## src/rtl/counter_axil_if.sv

```systemverilog
// AXI4-Lite slave bus bundle for the seconds-counter register bank.
// The slave modport is used by counter_axil_regs and the master modport by the PS side.
interface counter_axil_if #(
    parameter int ADDR_WIDTH = 5
);
    logic [ADDR_WIDTH-1:0] s_axil_awaddr;
    logic                  s_axil_awvalid;
    logic                  s_axil_awready;
    logic [31:0]           s_axil_wdata;
    logic [3:0]            s_axil_wstrb;
    logic                  s_axil_wvalid;
    logic                  s_axil_wready;
    logic [1:0]            s_axil_bresp;
    logic                  s_axil_bvalid;
    logic                  s_axil_bready;
    logic [ADDR_WIDTH-1:0] s_axil_araddr;
    logic                  s_axil_arvalid;
    logic                  s_axil_arready;
    logic [31:0]           s_axil_rdata;
    logic [1:0]            s_axil_rresp;
    logic                  s_axil_rvalid;
    logic                  s_axil_rready;

    modport slave (
        input  s_axil_awaddr, s_axil_awvalid, s_axil_wdata, s_axil_wstrb, s_axil_wvalid,
               s_axil_bready, s_axil_araddr, s_axil_arvalid, s_axil_rready,
        output s_axil_awready, s_axil_wready, s_axil_bresp, s_axil_bvalid,
               s_axil_arready, s_axil_rdata, s_axil_rresp, s_axil_rvalid
    );

    modport master (
        output s_axil_awaddr, s_axil_awvalid, s_axil_wdata, s_axil_wstrb, s_axil_wvalid,
               s_axil_bready, s_axil_araddr, s_axil_arvalid, s_axil_rready,
        input  s_axil_awready, s_axil_wready, s_axil_bresp, s_axil_bvalid,
               s_axil_arready, s_axil_rdata, s_axil_rresp, s_axil_rvalid
    );
endinterface

```

## src/rtl/counter_axil_regs.sv

```systemverilog
// AXI4-Lite register bank for the 1 Hz seconds counter: CTRL/enable word, count
// readback, sticky change-detect status with maskable level interrupt.
module counter_axil_regs #(
    parameter int          ADDR_WIDTH    = 5,
    parameter logic [31:0] SCRATCH_RESET = 32'h0000_0000
) (
    input  logic                  clk,
    input  logic                  rst_n,
    counter_axil_if.slave         bus,
    output logic [31:0]           enable,
    input  logic [31:0]           count,
    output logic                  irq
);
    localparam int IW = ADDR_WIDTH - 2;
    localparam logic [IW-1:0] IDX_CTRL    = IW'(0);
    localparam logic [IW-1:0] IDX_COUNT   = IW'(1);
    localparam logic [IW-1:0] IDX_STATUS  = IW'(2);
    localparam logic [IW-1:0] IDX_IRQ_EN  = IW'(3);
    localparam logic [IW-1:0] IDX_SCRATCH = IW'(4);
    localparam logic [1:0]    RESP_OKAY   = 2'b00;
    localparam logic [1:0]    RESP_SLVERR = 2'b10;

    typedef enum logic {W_IDLE = 1'b0, W_RESP = 1'b1} w_state_t;
    typedef enum logic {R_IDLE = 1'b0, R_DATA = 1'b1} r_state_t;

    function automatic logic [31:0] apply_strb(input logic [31:0] old_v,
                                               input logic [31:0] new_v,
                                               input logic [3:0]  strb);
        logic [31:0] res;
        for (int i = 0; i < 4; i++) begin
            res[8*i +: 8] = strb[i] ? new_v[8*i +: 8] : old_v[8*i +: 8];
        end
        return res;
    endfunction

    w_state_t        w_state_r;
    r_state_t        r_state_r;
    logic            awready_r, wready_r, bvalid_r, arready_r, rvalid_r;
    logic [1:0]      bresp_r, rresp_r;
    logic [31:0]     rdata_r;
    logic [IW-1:0]   awidx_r;
    logic [31:0]     wdata_r;
    logic [3:0]      wstrb_r;
    logic [31:0]     ctrl_r, scratch_r, count_d_r;
    logic            chg_r, irq_en_r, prim_r, irq_r;

    logic            aw_hs_s, w_hs_s, ar_hs_s, wr_fire_s, chg_set_s, chg_clr_s;
    logic [IW-1:0]   wr_idx_s, rd_idx_s;
    logic [31:0]     wr_data_s, rd_data_s, status_s;
    logic [3:0]      wr_strb_s;
    logic [1:0]      rd_resp_s;
    logic            unused_addr_bits_s;

    // Handshake qualification, write operand selection, change detect and read mux.
    always_comb begin
        aw_hs_s  = bus.s_axil_awvalid & awready_r;
        w_hs_s   = bus.s_axil_wvalid & wready_r;
        ar_hs_s  = bus.s_axil_arvalid & arready_r;
        if (awready_r) begin
            wr_idx_s = bus.s_axil_awaddr[ADDR_WIDTH-1:2];
        end else begin
            wr_idx_s = awidx_r;
        end
        if (wready_r) begin
            wr_data_s = bus.s_axil_wdata;
            wr_strb_s = bus.s_axil_wstrb;
        end else begin
            wr_data_s = wdata_r;
            wr_strb_s = wstrb_r;
        end
        // In W_IDLE a dropped ready means that channel's beat is already held.
        wr_fire_s = (w_state_r == W_IDLE) && (!awready_r || aw_hs_s) && (!wready_r || w_hs_s);
        chg_set_s = prim_r && (count != count_d_r);
        chg_clr_s = wr_fire_s && (wr_idx_s == IDX_STATUS) && wr_strb_s[0] && wr_data_s[0];
        status_s  = {30'b0, (ctrl_r != 32'h0000_0000), chg_r};
        rd_idx_s  = bus.s_axil_araddr[ADDR_WIDTH-1:2];
        rd_resp_s = RESP_OKAY;
        case (rd_idx_s)
            IDX_CTRL:    rd_data_s = ctrl_r;
            IDX_COUNT:   rd_data_s = count;
            IDX_STATUS:  rd_data_s = status_s;
            IDX_IRQ_EN:  rd_data_s = {31'b0, irq_en_r};
            IDX_SCRATCH: rd_data_s = scratch_r;
            default: begin
                rd_data_s = 32'h0000_0000;
                rd_resp_s = RESP_SLVERR;
            end
        endcase
        unused_addr_bits_s = ^{bus.s_axil_awaddr[1:0], bus.s_axil_araddr[1:0]};
    end

    // Write channel FSM: independent AW/W capture, execute when both present, hold B.
    always_ff @(posedge clk or negedge rst_n) begin
        if (!rst_n) begin
            w_state_r <= W_IDLE;
            awready_r <= 1'b1;
            wready_r  <= 1'b1;
            bvalid_r  <= 1'b0;
            bresp_r   <= RESP_OKAY;
            awidx_r   <= '0;
            wdata_r   <= 32'h0000_0000;
            wstrb_r   <= 4'h0;
        end else begin
            case (w_state_r)
                W_IDLE: begin
                    if (wr_fire_s) begin
                        awready_r <= 1'b0;
                        wready_r  <= 1'b0;
                        bvalid_r  <= 1'b1;
                        bresp_r   <= (wr_idx_s <= IDX_SCRATCH) ? RESP_OKAY : RESP_SLVERR;
                        w_state_r <= W_RESP;
                    end else begin
                        if (aw_hs_s) begin
                            awidx_r   <= bus.s_axil_awaddr[ADDR_WIDTH-1:2];
                            awready_r <= 1'b0;
                        end
                        if (w_hs_s) begin
                            wdata_r  <= bus.s_axil_wdata;
                            wstrb_r  <= bus.s_axil_wstrb;
                            wready_r <= 1'b0;
                        end
                    end
                end
                W_RESP: begin
                    if (bus.s_axil_bready) begin
                        bvalid_r  <= 1'b0;
                        awready_r <= 1'b1;
                        wready_r  <= 1'b1;
                        w_state_r <= W_IDLE;
                    end
                end
                default: begin
                    w_state_r <= W_IDLE;
                    bvalid_r  <= 1'b0;
                    awready_r <= 1'b1;
                    wready_r  <= 1'b1;
                end
            endcase
        end
    end

    // Read channel FSM: register data on the AR handshake and hold it until rready.
    always_ff @(posedge clk or negedge rst_n) begin
        if (!rst_n) begin
            r_state_r <= R_IDLE;
            arready_r <= 1'b1;
            rvalid_r  <= 1'b0;
            rdata_r   <= 32'h0000_0000;
            rresp_r   <= RESP_OKAY;
        end else begin
            case (r_state_r)
                R_IDLE: begin
                    if (ar_hs_s) begin
                        rdata_r   <= rd_data_s;
                        rresp_r   <= rd_resp_s;
                        rvalid_r  <= 1'b1;
                        arready_r <= 1'b0;
                        r_state_r <= R_DATA;
                    end
                end
                R_DATA: begin
                    if (bus.s_axil_rready) begin
                        rvalid_r  <= 1'b0;
                        arready_r <= 1'b1;
                        r_state_r <= R_IDLE;
                    end
                end
                default: begin
                    r_state_r <= R_IDLE;
                    rvalid_r  <= 1'b0;
                    arready_r <= 1'b1;
                end
            endcase
        end
    end

    // Register storage, change detection with set-over-clear priority, and interrupt.
    always_ff @(posedge clk or negedge rst_n) begin
        if (!rst_n) begin
            ctrl_r    <= 32'h0000_0000;
            scratch_r <= SCRATCH_RESET;
            irq_en_r  <= 1'b0;
            chg_r     <= 1'b0;
            prim_r    <= 1'b0;
            count_d_r <= 32'h0000_0000;
            irq_r     <= 1'b0;
        end else begin
            if (wr_fire_s) begin
                case (wr_idx_s)
                    IDX_CTRL:    ctrl_r    <= apply_strb(ctrl_r, wr_data_s, wr_strb_s);
                    IDX_IRQ_EN:  irq_en_r  <= wr_strb_s[0] ? wr_data_s[0] : irq_en_r;
                    IDX_SCRATCH: scratch_r <= apply_strb(scratch_r, wr_data_s, wr_strb_s);
                    default: ;
                endcase
            end
            count_d_r <= count;
            prim_r    <= 1'b1;
            if (chg_set_s) begin
                chg_r <= 1'b1;
            end else if (chg_clr_s) begin
                chg_r <= 1'b0;
            end
            irq_r <= chg_r & irq_en_r;
        end
    end

    assign bus.s_axil_awready = awready_r;
    assign bus.s_axil_wready  = wready_r;
    assign bus.s_axil_bvalid  = bvalid_r;
    assign bus.s_axil_bresp   = bresp_r;
    assign bus.s_axil_arready = arready_r;
    assign bus.s_axil_rvalid  = rvalid_r;
    assign bus.s_axil_rdata   = rdata_r;
    assign bus.s_axil_rresp   = rresp_r;
    assign enable             = ctrl_r;
    assign irq                = irq_r;
endmodule

```

## src/flat_wrapper.sv

```systemverilog
// flat-port wrapper written by rule: the top's interface ports become plain ports
module counter_axil_regs_flat 
#(
    parameter int          ADDR_WIDTH    = 5,
    parameter logic [31:0] SCRATCH_RESET = 32'h0000_0000
)
  (clk, rst_n, enable, count, irq, bus_s_axil_awaddr, bus_s_axil_awvalid, bus_s_axil_wdata, bus_s_axil_wstrb, bus_s_axil_wvalid, bus_s_axil_bready, bus_s_axil_araddr, bus_s_axil_arvalid, bus_s_axil_rready, bus_s_axil_awready, bus_s_axil_wready, bus_s_axil_bresp, bus_s_axil_bvalid, bus_s_axil_arready, bus_s_axil_rdata, bus_s_axil_rresp, bus_s_axil_rvalid);
  counter_axil_if #(.ADDR_WIDTH(ADDR_WIDTH)) bus_i ();
  input  logic clk;
  input  logic rst_n;
  output logic [31:0] enable;
  input  logic [31:0] count;
  output logic irq;
  input wire logic [$bits(bus_i.s_axil_awaddr)-1:0] bus_s_axil_awaddr;
  input wire logic [$bits(bus_i.s_axil_awvalid)-1:0] bus_s_axil_awvalid;
  input wire logic [$bits(bus_i.s_axil_wdata)-1:0] bus_s_axil_wdata;
  input wire logic [$bits(bus_i.s_axil_wstrb)-1:0] bus_s_axil_wstrb;
  input wire logic [$bits(bus_i.s_axil_wvalid)-1:0] bus_s_axil_wvalid;
  input wire logic [$bits(bus_i.s_axil_bready)-1:0] bus_s_axil_bready;
  input wire logic [$bits(bus_i.s_axil_araddr)-1:0] bus_s_axil_araddr;
  input wire logic [$bits(bus_i.s_axil_arvalid)-1:0] bus_s_axil_arvalid;
  input wire logic [$bits(bus_i.s_axil_rready)-1:0] bus_s_axil_rready;
  output wire logic [$bits(bus_i.s_axil_awready)-1:0] bus_s_axil_awready;
  output wire logic [$bits(bus_i.s_axil_wready)-1:0] bus_s_axil_wready;
  output wire logic [$bits(bus_i.s_axil_bresp)-1:0] bus_s_axil_bresp;
  output wire logic [$bits(bus_i.s_axil_bvalid)-1:0] bus_s_axil_bvalid;
  output wire logic [$bits(bus_i.s_axil_arready)-1:0] bus_s_axil_arready;
  output wire logic [$bits(bus_i.s_axil_rdata)-1:0] bus_s_axil_rdata;
  output wire logic [$bits(bus_i.s_axil_rresp)-1:0] bus_s_axil_rresp;
  output wire logic [$bits(bus_i.s_axil_rvalid)-1:0] bus_s_axil_rvalid;
  assign bus_i.s_axil_awaddr = bus_s_axil_awaddr;
  assign bus_i.s_axil_awvalid = bus_s_axil_awvalid;
  assign bus_i.s_axil_wdata = bus_s_axil_wdata;
  assign bus_i.s_axil_wstrb = bus_s_axil_wstrb;
  assign bus_i.s_axil_wvalid = bus_s_axil_wvalid;
  assign bus_i.s_axil_bready = bus_s_axil_bready;
  assign bus_i.s_axil_araddr = bus_s_axil_araddr;
  assign bus_i.s_axil_arvalid = bus_s_axil_arvalid;
  assign bus_i.s_axil_rready = bus_s_axil_rready;
  assign bus_s_axil_awready = bus_i.s_axil_awready;
  assign bus_s_axil_wready = bus_i.s_axil_wready;
  assign bus_s_axil_bresp = bus_i.s_axil_bresp;
  assign bus_s_axil_bvalid = bus_i.s_axil_bvalid;
  assign bus_s_axil_arready = bus_i.s_axil_arready;
  assign bus_s_axil_rdata = bus_i.s_axil_rdata;
  assign bus_s_axil_rresp = bus_i.s_axil_rresp;
  assign bus_s_axil_rvalid = bus_i.s_axil_rvalid;
  counter_axil_regs #(.ADDR_WIDTH(ADDR_WIDTH), .SCRATCH_RESET(SCRATCH_RESET)) u_core (.clk(clk), .rst_n(rst_n), .bus(bus_i), .enable(enable), .count(count), .irq(irq));
endmodule
```

## config.mk

```make
export PLATFORM = sky130hd
export DESIGN_NAME = counter_axil_regs_flat
export DESIGN_NICKNAME = d
export VERILOG_FILES = /design/src/rtl/counter_axil_if.sv /design/src/rtl/counter_axil_regs.sv /design/src/flat_wrapper.sv
export SDC_FILE = /design/constraint.sdc
export NUM_CORES = 1
export LEC_CHECK = 0
export CORE_ASPECT_RATIO = 1.4
export CORE_MARGIN = 5
export CORE_UTILIZATION = 25
export CTS_BUF_LIST = sky130_fd_sc_hd__clkbuf_4
export CTS_CLUSTER_SIZE = 40
export DETAILED_ROUTE_END_ITERATION = 16
export SYNTH_ARGS = -nofsm -noshare
export SYNTH_HDL_FRONTEND = slang
export SYNTH_SLANG_ARGS = --single-unit
```

## constraint.sdc

```tcl
create_clock -name clk -period 2.9 [get_ports clk]
set_clock_uncertainty 0.15 [all_clocks]
set_input_delay 0.58 -clock clk [delete_from_list [all_inputs] [get_ports clk]]
set_output_delay 0.58 -clock clk [all_outputs]
set_load 0.05 [all_outputs]
```

==> results by group, run 1 <==
Timing
  • Max Fclk: 0.3672 GHz
  • Final setup vio count: 0
  • Final TNS setup: 0 ns
  • Final hold violation count: 0
  • Slew at the pin with the worst max-slew slack: between 0.6 and 0.7 ns
  • Clock period minus final worst setup slack: 2.723 ns
  • Final hold slack: roughly 0.22 ns
  • Setup repair after global routing missed its margin: false
  • Post-route fraction of the period consumed by the critical path: 93.91%
  • Number of pins with negative max-slew slack in the final report: 0
  • Relative slew slack: approximately three fifths

Placement
  • Number of buffers added on ports: between 150 and 200
  • Placed Area: 0.01011 mm2
  • GPL Wtd Cong: 0.8128
  • HPWL after DPL: roughly 18000 um

Setup path
  • Minimum setup slack among reg-to-reg paths: roughly 0.53 ns
  • CP Launch Type: flop
  • Cell-by-cell listing of the critical path: clkdlybuf4s50_1
  • Endpoint of the most critical register-to-register path: u_core.enable[19]
  • Worst-case reg-to-reg path depth: 7
  • Cell family with most CP delay: buffers and inverters
  • Combined buffer and inverter count along the critical path: 1
  • Delay of the slowest critical-path stage: 0.86 ns
  • Element type at the critical path end: primary output
  • Reg2reg start: u_core.bus.s_axil_awready
  • Critical Path RT: between 2 and 2.5 ns
  • Maximum fanout along the worst path: 4
  • Worst endpoint data arrival time: 1.99 ns
  • CP Class: reg -> out
  • Cell with the largest stage delay on the worst path: sky130_fd_sc_hd__clkdlybuf4s50_1

Power and ir drop
  • Share of total power in combinational logic: about 47%
  • Portion of total power attributed to sequential cells: between 30% and 40%
  • Clock power frac: between 10 and 15%
  • Switching component of the power: ~4.5 mW
  • Max IR drop VDD: just over 0.5 mV
  • Design Power: approximately 11 mW
  • Leakage power summed over all cells: 4.464 nW
  • Pwr/cell area: slightly above 1000 mW/mm2
  • Switching Share: between 40% and 50%
  • Cell internal power dissipation: 6.225 mW

Min path
  • Worst hold path type: in -> reg
  • Hold endpoint: u_core.bus.s_axil_rresp[1]
  • Number of cells on the worst hold path: 3
  • Hold Startpoint: bus_s_axil_araddr[4]

Clocking
  • Setup fix buffers added after clock tree synthesis: 0
  • Longest Clk Path Bufs: 2
  • Clock transition time at the flip-flop clock pins of the worst setup and hold paths: ~0.14 ns
  • Clock Tree Root: sky130_fd_sc_hd__clkbuf_4
  • Clock buffers created by TritonCTS: 17
  • CTS sink count: 180
  • Clock Latency Late Sink: roughly 0.61 ns
  • CTS tree: yes
  • Htree depth: 4

Status
  • Status: complete, no violations

Logic synthesis
  • Ys async rst share: 100.0%
  • Yosys warnings: 0
  • Area of the mapped netlist: between 0.007 and 0.008 mm2
  • Ys flop type: sky130_fd_sc_hd__dfrtp_1
  • Average instance area after synthesis: 12.87 um2
  • Distinct cell type count of the synthesized netlist: 41
  • Sequential element share of the synthesized area: between 50 and 60%
  • #FFs+latches synth: 180
  • Number of instances in the synthesized netlist: ~620
  • Post-synth EDFFs: 0

Finish
  • Fraction of final layout cells sized beyond drive strength 1: around a quarter
  • Count of fill cells added during filler insertion: ~3100
  • Post-synthesis to final-layout area growth: 31.52%
  • Layout Utilization: 33.10%
  • Final #Nets: between 800 and 900
  • Cell area after layout: about 0.010 mm2

Run
  • MaxCap Viol Count: 0

Global routing
  • Largest net degree at the start of global routing: 62
  • Overall Global Routing Usage: around an eighth
  • Overflow left after global routing: 0
  • First-pass GRT wire length: roughly 34000 um
  • Initial antenna violation count: 2
  • Vias in the first global route: ~5600

Drt
  • Via density per instance: 4.511
  • Detail Route Antenna Nets: 0
  • Initial DRT Pass Iterations: 5
  • Via total after detailed routing: 5386
  • Initial drt markers: 264
  • Detailed-route wire length per cell: 18.87 um
  • Post-detailed-route DRC marker count: 0
  • Drt total wl: around 23000 um

Floorplan
  • Starting density of the core: approximately 25%
  • Total die area: approximately 0.035 mm2
  • Height of the die: 220.7 um
  • Count of boundary I/O pins: between 150 and 200
  • Site Rows: 77
  • Core Area: roughly 0.032 mm2
  • Die span in x: approximately 160 um
[what timing repair did]
| action | in CTS | in global routing |
|---|---|---|
| gates resized for setup | 1 | 0 |
| hold endpoints to repair | 55 | 0 |
| hold buffers | 1 | 0 |
| setup endpoints to repair | 1 | 0 |
[cell usage after synthesis, types with 5 or more instances]
| cell | n | area, um2 |
|---|---|---|
| sky130_fd_sc_hd__dfrtp_1 | 177 | 4429 |
| sky130_fd_sc_hd__mux2_2 | 114 | 1284 |
| sky130_fd_sc_hd__nand2_1 | 50 | 187.7 |
| sky130_fd_sc_hd__mux2i_1 | 44 | 440.4 |
| sky130_fd_sc_hd__o21ai_0 | 41 | 205.2 |
| sky130_fd_sc_hd__xor2_1 | 32 | 280.3 |
| sky130_fd_sc_hd__a22o_1 | 31 | 271.5 |
| sky130_fd_sc_hd__clkbuf_1 | 19 | 71.32 |
| sky130_fd_sc_hd__nor4_1 | 17 | 106.4 |
| sky130_fd_sc_hd__nor2_1 | 13 | 48.80 |
| sky130_fd_sc_hd__a21oi_1 | 10 | 50.05 |
| sky130_fd_sc_hd__buf_2 | 7 | 35.03 |
| sky130_fd_sc_hd__inv_1 | 7 | 26.28 |
| sky130_fd_sc_hd__o21ai_2 | 6 | 52.55 |
| sky130_fd_sc_hd__buf_1 | 5 | 18.77 |
| sky130_fd_sc_hd__nand4_1 | 5 | 31.28 |
[how the worst max path moves through the flow]
stage                                  start                    to  slack, ns  cells past startpoint
floorplan           u_core.bus.s_axil_wready     u_core.enable[10]       0.45                      5
global placement           bus_s_axil_wvalid  u_core.scratch_r[10]      -0.05                      6
detailed placement        bus_s_axil_awvalid   u_core.scratch_r[9]      -0.07                      6
CTS                         u_core.enable[0]             enable[0]       0.06                      1
global route                u_core.enable[0]             enable[0]       0.06                      1
finish                      u_core.enable[0]             enable[0]       0.18                      1
[cell families after synthesis]
kind of cell    synth area share [%]
compound gates                 8.049
xor+xnor                       3.535
buf+inv                        2.525
flops                          56.87
mux                            22.36
other cells                  0.09473
simple gates                   6.566
[per-layer routing]
metal	GRT usage (%)	vias to the layer above	part of all wire [%]
met3	2.795	33	3.6
met1	15.23	2694	41
li1	-	2543	-
met4	6.485	0	3.5
met2	22.08	116	51
met5	0	-	0
[cells in the final DEF (no fill, tap or decap), types with 4 or more instances in the layout]
cell type,count
sky130_fd_sc_hd__clkdlybuf4s50_1,148
sky130_fd_sc_hd__nand2_1,50
sky130_fd_sc_hd__mux2i_1,44
sky130_fd_sc_hd__inv_1,7
sky130_fd_sc_hd__dfrtp_1,177
sky130_fd_sc_hd__clkinvlp_4,4
sky130_fd_sc_hd__o21ai_0,41
sky130_fd_sc_hd__a22o_1,31
sky130_fd_sc_hd__xor2_1,32
sky130_fd_sc_hd__nand4_1,5
sky130_fd_sc_hd__clkbuf_4,18
sky130_fd_sc_hd__buf_12,8
sky130_fd_sc_hd__o21ai_2,6
sky130_fd_sc_hd__nor4_1,17
sky130_fd_sc_hd__buf_4,23
sky130_fd_sc_hd__a21oi_1,10
sky130_fd_sc_hd__nor2_1,13
sky130_fd_sc_hd__mux2_2,114
[power by group through the flow]
stage	Combinational, mW	Sequential, mW	Clock, mW
floorplan	2.01	5.45	0
global placement	5.04	4.26	0
detailed placement	5.09	4.29	0
CTS	5.10	4.24	1.55
global route	5.34	4.35	1.64
finish	5.02	4.21	1.49
[area by class of cell]
type	instances	area, um2	share of cell area, %
Sequential cell	180	4508	43.24
Inverter	7	26.28	0.2520
Timing Repair Buffer	183	1849	17.74
Clock buffer	18	135.1	1.296
Clock inverter	14	162.7	1.560
Antenna cell	3	7.507	0.07200
Tap cell	395	494.2	4.740
Multi-Input combinational cell	394	3243	31.11
[worst min-delay path, stage by stage]
cell and delay (ns):
sky130_fd_sc_hd__buf_2 0.20, sky130_fd_sc_hd__nand2_1 0.09, sky130_fd_sc_hd__o21ai_0 0.06
[flip-flops by register name, indices dropped and copies added, names as in the netlist, 3 cells and up]
name / cells
u_core.awidx_r: 3
u_core.count_d_r: 32
u_core.wstrb_r: 4
u_core.bus.s_axil_rdata: 32
u_core.enable: 32
u_core.scratch_r: 32
u_core.wdata_r: 32
[stage by stage]
step	instances	setup WS (ns)
3_3_place_gp	1158	-0.04762
4_1_cts	1191	0.06052
2_1_floorplan	617	0.4471
3_5_place_dp	1158	-0.06857
5_1_grt	1193	0.06486
6_report	1194	0.1767
No activity file was read; power rests on OpenSTA's default activity.
==> run 2: changes to the inputs <==
- clock period: 2.9 -> 3.1 ns (I/O delays scaled with it)
==> run 2 against run 1 <==
  * Clock power hardly changed
  * Largest cell class unchanged
  * Highest routed layer unchanged
  * Critical path depth is the same
  * Sequential share of layout area rose by 0.31 points
  * First-iteration DRC count is 19% lower
  * Critical path type unchanged
  * Core utilization is 0.23 points lower
  * Die area unchanged
  * Setup slack got worse by 0.0036 ns
  * Power is 6.0% lower
  * Global-route usage is 0.087 points higher
==> results by group, run 2 (same netlist as run 1, synthesis figures left out) <==
Status
  • Status: complete, no violations

Clocking
  • Htree depth: 4
  • Setup fix buffers added after clock tree synthesis: 0
  • CTS tree: yes
  • Hold Buf Count CTS: 1
  • Post-CTS Resized: 0
  • Clock Tree Root: sky130_fd_sc_hd__clkbuf_4
  • Longest Clk Path Bufs: 2
  • Clock transition time at the flip-flop clock pins of the worst setup and hold paths: 0.16 ns
  • CTS sink count: 180
  • Clock Latency Late Sink: between 0.6 and 0.7 ns
  • Clock buffers created by TritonCTS: 17

Finish
  • Final #Nets: between 800 and 900
  • Count of fill cells added during filler insertion: ~3100
  • Fraction of final layout cells sized beyond drive strength 1: 24.33%
  • Most common library cell in the layout ignoring fill and taps: sky130_fd_sc_hd__dfrtp_1
  • Commonest non-fill, non-tap cells in the layout: 177 x sky130_fd_sc_hd__dfrtp_1, 149 x sky130_fd_sc_hd__clkdlybuf4s50_1, 114 x sky130_fd_sc_hd__mux2_2
  • Post-synthesis to final-layout area growth: 30.59%

Drt
  • Drt total wl: 22580 um
  • Post-detailed-route DRC marker count: 0
  • Detail Route Antenna Nets: 0
  • Via total after detailed routing: 5331
  • Initial drt markers: approximately 210
  • Initial DRT Pass Iterations: 4
  • Detailed-route wire length per cell: 19.01 um
  • Via density per instance: 4.487

Setup path
  • CP Launch Type: flop
  • Cell-by-cell listing of the critical path: clkdlybuf4s50_1
  • Critical Path RT: between 2 and 2.5 ns
  • Delay of the slowest critical-path stage: about 0.85 ns
  • Cell family with most CP delay: buffers and inverters
  • CP Class: reg -> out
  • Combined buffer and inverter count along the critical path: 1
  • Element type at the critical path end: primary output
  • Cell with the largest stage delay on the worst path: sky130_fd_sc_hd__clkdlybuf4s50_1
  • Worst endpoint data arrival time: between 2 and 2.5 ns
  • Maximum fanout along the worst path: 11

Timing
  • Setup repair after global routing missed its margin: false
  • Final setup vio count: 0
  • Final hold violation count: 0
  • Clock period minus final worst setup slack: 2.927 ns
  • Relative slew slack: between 50% and 60%
  • Slew at the pin with the worst max-slew slack: roughly 0.66 ns
  • Max Fclk: roughly 0.34 GHz
  • Final worst slack: ~0.17 ns
  • Post-route fraction of the period consumed by the critical path: between 90% and 100%
  • Final TNS setup: 0 ns
  • Number of pins with negative max-slew slack in the final report: 0

Min path
  • Worst hold path type: in -> reg

Placement
  • Number of buffers added on ports: approximately 150
  • GPL Wtd Cong: between 0.8 and 0.9
  • HPWL after DPL: roughly 17000 um
  • Worst slack at placement: ~0.073 ns

Power and ir drop
  • Max IR drop VDD: 0.4060 mV
  • Share of total power in combinational logic: 46.0%
  • Clock power frac: roughly 15%
  • Cell internal power dissipation: a little under 6 mW
  • Switching Share: a little over two fifths
  • Pwr/cell area: between 900 and 1000 mW/mm2
  • Portion of total power attributed to sequential cells: just under 40%
  • Design Power: around 10 mW
  • Leakage power summed over all cells: roughly 4.4 nW
  • Switching component of the power: 4.278 mW

Global routing
  • Initial antenna violation count: 4
  • Largest net degree at the start of global routing: 96
  • Vias in the first global route: 5579
  • Overflow left after global routing: 0
  • First-pass GRT wire length: 34170 um
  • Overall Global Routing Usage: around an eighth

Run
  • MaxCap Viol Count: 0

Floorplan
  • Total die area: roughly 0.035 mm2
  • Starting density of the core: roughly a quarter
  • Height of the die: between 200 and 250 um
  • Count of boundary I/O pins: between 150 and 200
  • Site Rows: 77
  • Core Area: roughly 0.032 mm2
  • Die span in x: roughly 160 um
==> run 2: changes by cell type in the layout (fill, tap and decap cells not counted) <==
cell,delta
sky130_fd_sc_hd__clkinv_1,-3
sky130_fd_sc_hd__inv_6,+4
sky130_fd_sc_hd__clkinv_2,-1
sky130_fd_sc_hd__buf_4,-3
sky130_fd_sc_hd__inv_8,+2
sky130_fd_sc_hd__clkbuf_4,-1
sky130_fd_sc_hd__clkdlybuf4s50_1,+1
sky130_fd_sc_hd__dlygate4sd2_1,-1
sky130_fd_sc_hd__diode_2,+1
sky130_fd_sc_hd__buf_12,-4
sky130_fd_sc_hd__clkinv_4,-1
==> run 2: area by class of cell <==
class,instances,area [um2],area share (%)
Antenna cell,4,10.01,0.09669
Clock buffer,17,127.6,1.233
Clock inverter,15,195.2,1.885
Inverter,7,26.28,0.2538
Multi-Input combinational cell,394,3243,31.33
Sequential cell,180,4508,43.55
Tap cell,395,494.2,4.774
Timing Repair Buffer,176,1748,16.88
==> run 2: per-stage QoR <==
step | utilization [%] | area (um2) | hold WS (ns) | std cells
6_report | 32.86 | 10350 | 0.3476 | 1188
5_1_grt | 32.86 | 10350 | 0.2645 | 1188
4_1_cts | 32.83 | 10340 | 0.2676 | 1184
3_5_place_dp | 31.77 | 10010 | 0.3202 | 1151
3_3_place_gp | 31.77 | 10010 | 0.3181 | 1151
2_1_floorplan | - | 7931 | 0.1744 | 617
==> run 2: worst paths after layout <==
kind | startpoint | to | slack (ns) | cells after the start
max in group asynchronous | rst_n | u_core.wdata_r[29] | 1.92 | 3
min in group asynchronous | rst_n | u_core.wdata_r[13] | 0.42 | 3
worst max-delay path | u_core.bus.s_axil_awready | bus_s_axil_awready | 0.17 | 1
worst min-delay path | bus_s_axil_araddr[4] | u_core.bus.s_axil_rresp[1] | 0.35 | 3
worst min register to register | u_core.r_state_r | u_core.bus.s_axil_rvalid | 0.35 | 1
worst max register to register | u_core.bus.s_axil_wready | u_core.enable[26] | 0.63 | 6
==> run 2: power by group through the flow <==
stage,Combinational [mW],Clock (mW),Sequential (mW)
after floorplan,1.88,0,5.10
after CTS,4.71,1.56,3.97
after detailed placement,4.70,0,4.02
final,4.64,1.49,3.95
after global placement,4.65,0,3.99
after global routing,4.94,1.64,4.08
==> run 2: layer usage <==
layer / vias to the layer above / wire [um] / GRT usage [%]
li1: 2516 / - / -
met1: 2655 / 9369 / 15.28
met2: 128 / 11690 / 22.44
met3: 32 / 887 / 3.112
met4: 0 / 632 / 5.796
met5: - / 0 / 0
==> run 3: changes to the inputs <==
- clock period: 3.1 -> 2.5 ns (I/O delays scaled with it)
==> run 3 against run 2 <==
  * Worst hold slack got worse by 0.087 ns
  * Count of clock-buffer cells in the layout rose by 1
  * Power rose by 22%
  * Setup slack got worse by 0.022 ns
  * Largest power group unchanged
  * Combinational power rose by 24%
  * Register-to-register slack got worse by 0.45 ns
  * First-iteration DRC count fell by 9.4%
  * Critical endpoint is now bus_s_axil_arready
  * Sequential share of layout area fell by 1.1 points
  * Sequential power rose by 22%
  * Critical path type unchanged
  * Core utilization rose by 0.82 points
  * Non-clock buffer count rose by 37
  * Highest routed layer unchanged
==> results by group, run 3 (same netlist as run 1, synthesis figures left out) <==
Status
  • Status: complete, no violations

Setup path
  • Cell-by-cell listing of the critical path: dlygate4sd2_1
  • Cell with the largest stage delay on the worst path: sky130_fd_sc_hd__dfstp_2
  • CP Launch Type: flop
  • Worst endpoint data arrival time: approximately 1.7 ns
  • CP Class: reg -> out
  • Combined buffer and inverter count along the critical path: 1
  • Reg2reg start: u_core.bus.s_axil_awready
  • Cell family with most CP delay: flip-flops
  • Element type at the critical path end: primary output
  • Critical Path Source: u_core.bus.s_axil_arready
  • Worst-case reg-to-reg path depth: 6
  • Delay of the slowest critical-path stage: about 0.58 ns
  • Maximum fanout along the worst path: 4
  • Critical Path RT: 1.85 ns
  • Depth of the critical timing path with buffers and inverters included: 1

Clocking
  • CTS sink count: 180
  • Longest Clk Path Bufs: 2
  • Clock buffers created by TritonCTS: 17
  • CTS tree: yes
  • Clock transition time at the flip-flop clock pins of the worst setup and hold paths: between 0.15 and 0.2 ns
  • Clock Tree Root: sky130_fd_sc_hd__clkbuf_4
  • Clock Latency Late Sink: 0.58 ns
  • Setup fix buffers added after clock tree synthesis: 0
  • Htree depth: 4

Power and ir drop
  • Max IR drop VDD: slightly below 0.8 mV
  • Pwr/cell area: roughly 1200 mW/mm2
  • Leakage power summed over all cells: 4.949 nW

Finish
  • Cell area after layout: around 0.011 mm2
  • Layout Utilization: between 30% and 40%
  • Most common library cell in the layout ignoring fill and taps: sky130_fd_sc_hd__dfrtp_1
  • Count of fill cells added during filler insertion: around 3100
  • Post-synthesis to final-layout area growth: 33.85%
  • Commonest non-fill, non-tap cells in the layout: 177 x sky130_fd_sc_hd__dfrtp_1, 114 x sky130_fd_sc_hd__mux2_2, 78 x sky130_fd_sc_hd__clkdlybuf4s50_1
  • Final #Nets: ~900
  • Fraction of final layout cells sized beyond drive strength 1: between 20% and 30%

Min path
  • Number of cells on the worst hold path: 4
  • Worst hold path type: in -> reg
  • Hold Startpoint: bus_s_axil_araddr[4]

Timing
  • Number of pins with negative max-slew slack in the final report: 0
  • Relative slew slack: approximately 48%
  • Setup repair after global routing missed its margin: false
  • Max Fclk: between 0.4 and 0.5 GHz
  • Final setup vio count: 0
  • Slew at the pin with the worst max-slew slack: roughly 0.78 ns
  • Final hold violation count: 0
  • Post-route fraction of the period consumed by the critical path: a little over nine tenths
  • Clock period minus final worst setup slack: between 2 and 2.5 ns

Global routing
  • First-pass GRT wire length: approximately 35000 um
  • Vias in the first global route: roughly 5800
  • Initial antenna violation count: 1
  • Largest net degree at the start of global routing: 63
  • Overall Global Routing Usage: between 10% and 20%
  • Overflow left after global routing: 0

Drt
  • Post-detailed-route DRC marker count: 0
  • Drt total wl: 23190 um
  • Via total after detailed routing: around 5400
  • Initial DRT Pass Iterations: 4
  • Detail Route Antenna Nets: 0
  • Detailed-route wire length per cell: 18.98 um
  • Initial drt markers: between 150 and 200
  • Via density per instance: about 4.4

Floorplan
  • Starting density of the core: roughly 25%
  • Total die area: around 0.035 mm2
  • Height of the die: ~220 um
  • Core Area: 0.03150 mm2
  • Site Rows: 77
  • Die span in x: between 150 and 200 um
  • Count of boundary I/O pins: between 150 and 200

Placement
  • Number of buffers added on ports: 152
  • GPL Wtd Cong: between 0.8 and 0.9
  • HPWL after DPL: 18250 um
  • Placed Area: roughly 0.010 mm2

Run
  • MaxCap Viol Count: 0
-- run 3: changes by cell type in the layout (fill, tap and decap cells not counted), moves of 3 or more --
cell and change:
sky130_fd_sc_hd__buf_4 +31, sky130_fd_sc_hd__clkinv_2 +3, sky130_fd_sc_hd__clkdlybuf4s50_1 -71, sky130_fd_sc_hd__buf_12 +7, sky130_fd_sc_hd__dlygate4sd2_1 +63, sky130_fd_sc_hd__diode_2 -3, sky130_fd_sc_hd__dlymetal6s2s_1 +7
-- run 3: area by class of cell --
| class | count | area, um2 | share of cell area, % |
|---|---|---|---|
| sequential | 180 | 4508 | 42.48 |
| multi-input combinational | 394 | 3243 | 30.56 |
| timing repair buffer | 213 | 2049 | 19.31 |
| tap | 395 | 494.2 | 4.657 |
| clock inverter | 14 | 152.6 | 1.439 |
| clock buffer | 18 | 135.1 | 1.273 |
| inverter | 7 | 26.28 | 0.2476 |
| antenna | 1 | 2.502 | 0.02358 |
-- run 3: what timing repair did --
action | 4_1_cts | 5_1_grt
endpoints found under the setup margin | 63 | 7
hold buffers | 1 | 0
pin swaps | 0 | 0
resized for setup | 63 | 7
hold endpoints to repair | 51 | 0
-- run 3: through the flow --
stage	total power, mW	std cells	setup WS [ns]	TNS (ns)	hold WS (ns)
global route	12.96	1222	0.05951	0	0.1966
CTS	12.45	1221	0.003831	0	0.1994
finish	12.27	1222	0.1510	0	0.2603
global placement	10.95	1188	-0.3500	-15.75	0.3190
floorplan	8.657	617	0.04706	0	0.05441
detailed placement	11.06	1188	-0.3724	-18.37	0.3238
-- run 3: worst reg2reg max path, delay by kind of cell, from the launching register on --
kind / cells / cell delay, ns
flops: 1 / 0.61
simple gates: 2 / 0.62
compound gates: 1 / 0.08
mux: 1 / 0.36
buf+inv: 2 / 0.40
-- run 3: routing by layer --
layer  vias up  share of wire (%)  global-route usage, %
met5         -                  0                      0
met4         0                2.0                  4.763
met3        25                3.4                  2.590
met2       106                 54                  24.13
met1      2663                 41                  15.11
li1       2581                  -                      -
-- run 3: final timing paths --
kind | endpoint | slack [ns]
min in group asynchronous | u_core.bus.s_axil_rresp[1] | 0.34
max in group asynchronous | u_core.wdata_r[16] | 1.25
setup / recovery | bus_s_axil_arready | 0.15
hold / removal | u_core.bus.s_axil_rresp[1] | 0.26
hold reg to reg | u_core.bus.s_axil_rvalid | 0.35
setup reg to reg | u_core.enable[7] | 0.18
-- run 3: report_power, final --
part | switching [mW] | total (mW) | internal, mW
combinational | 3.45 | 5.75 | 2.30
clock | 1.07 | 1.69 | 0.617
sequential | 0.801 | 4.83 | 4.03
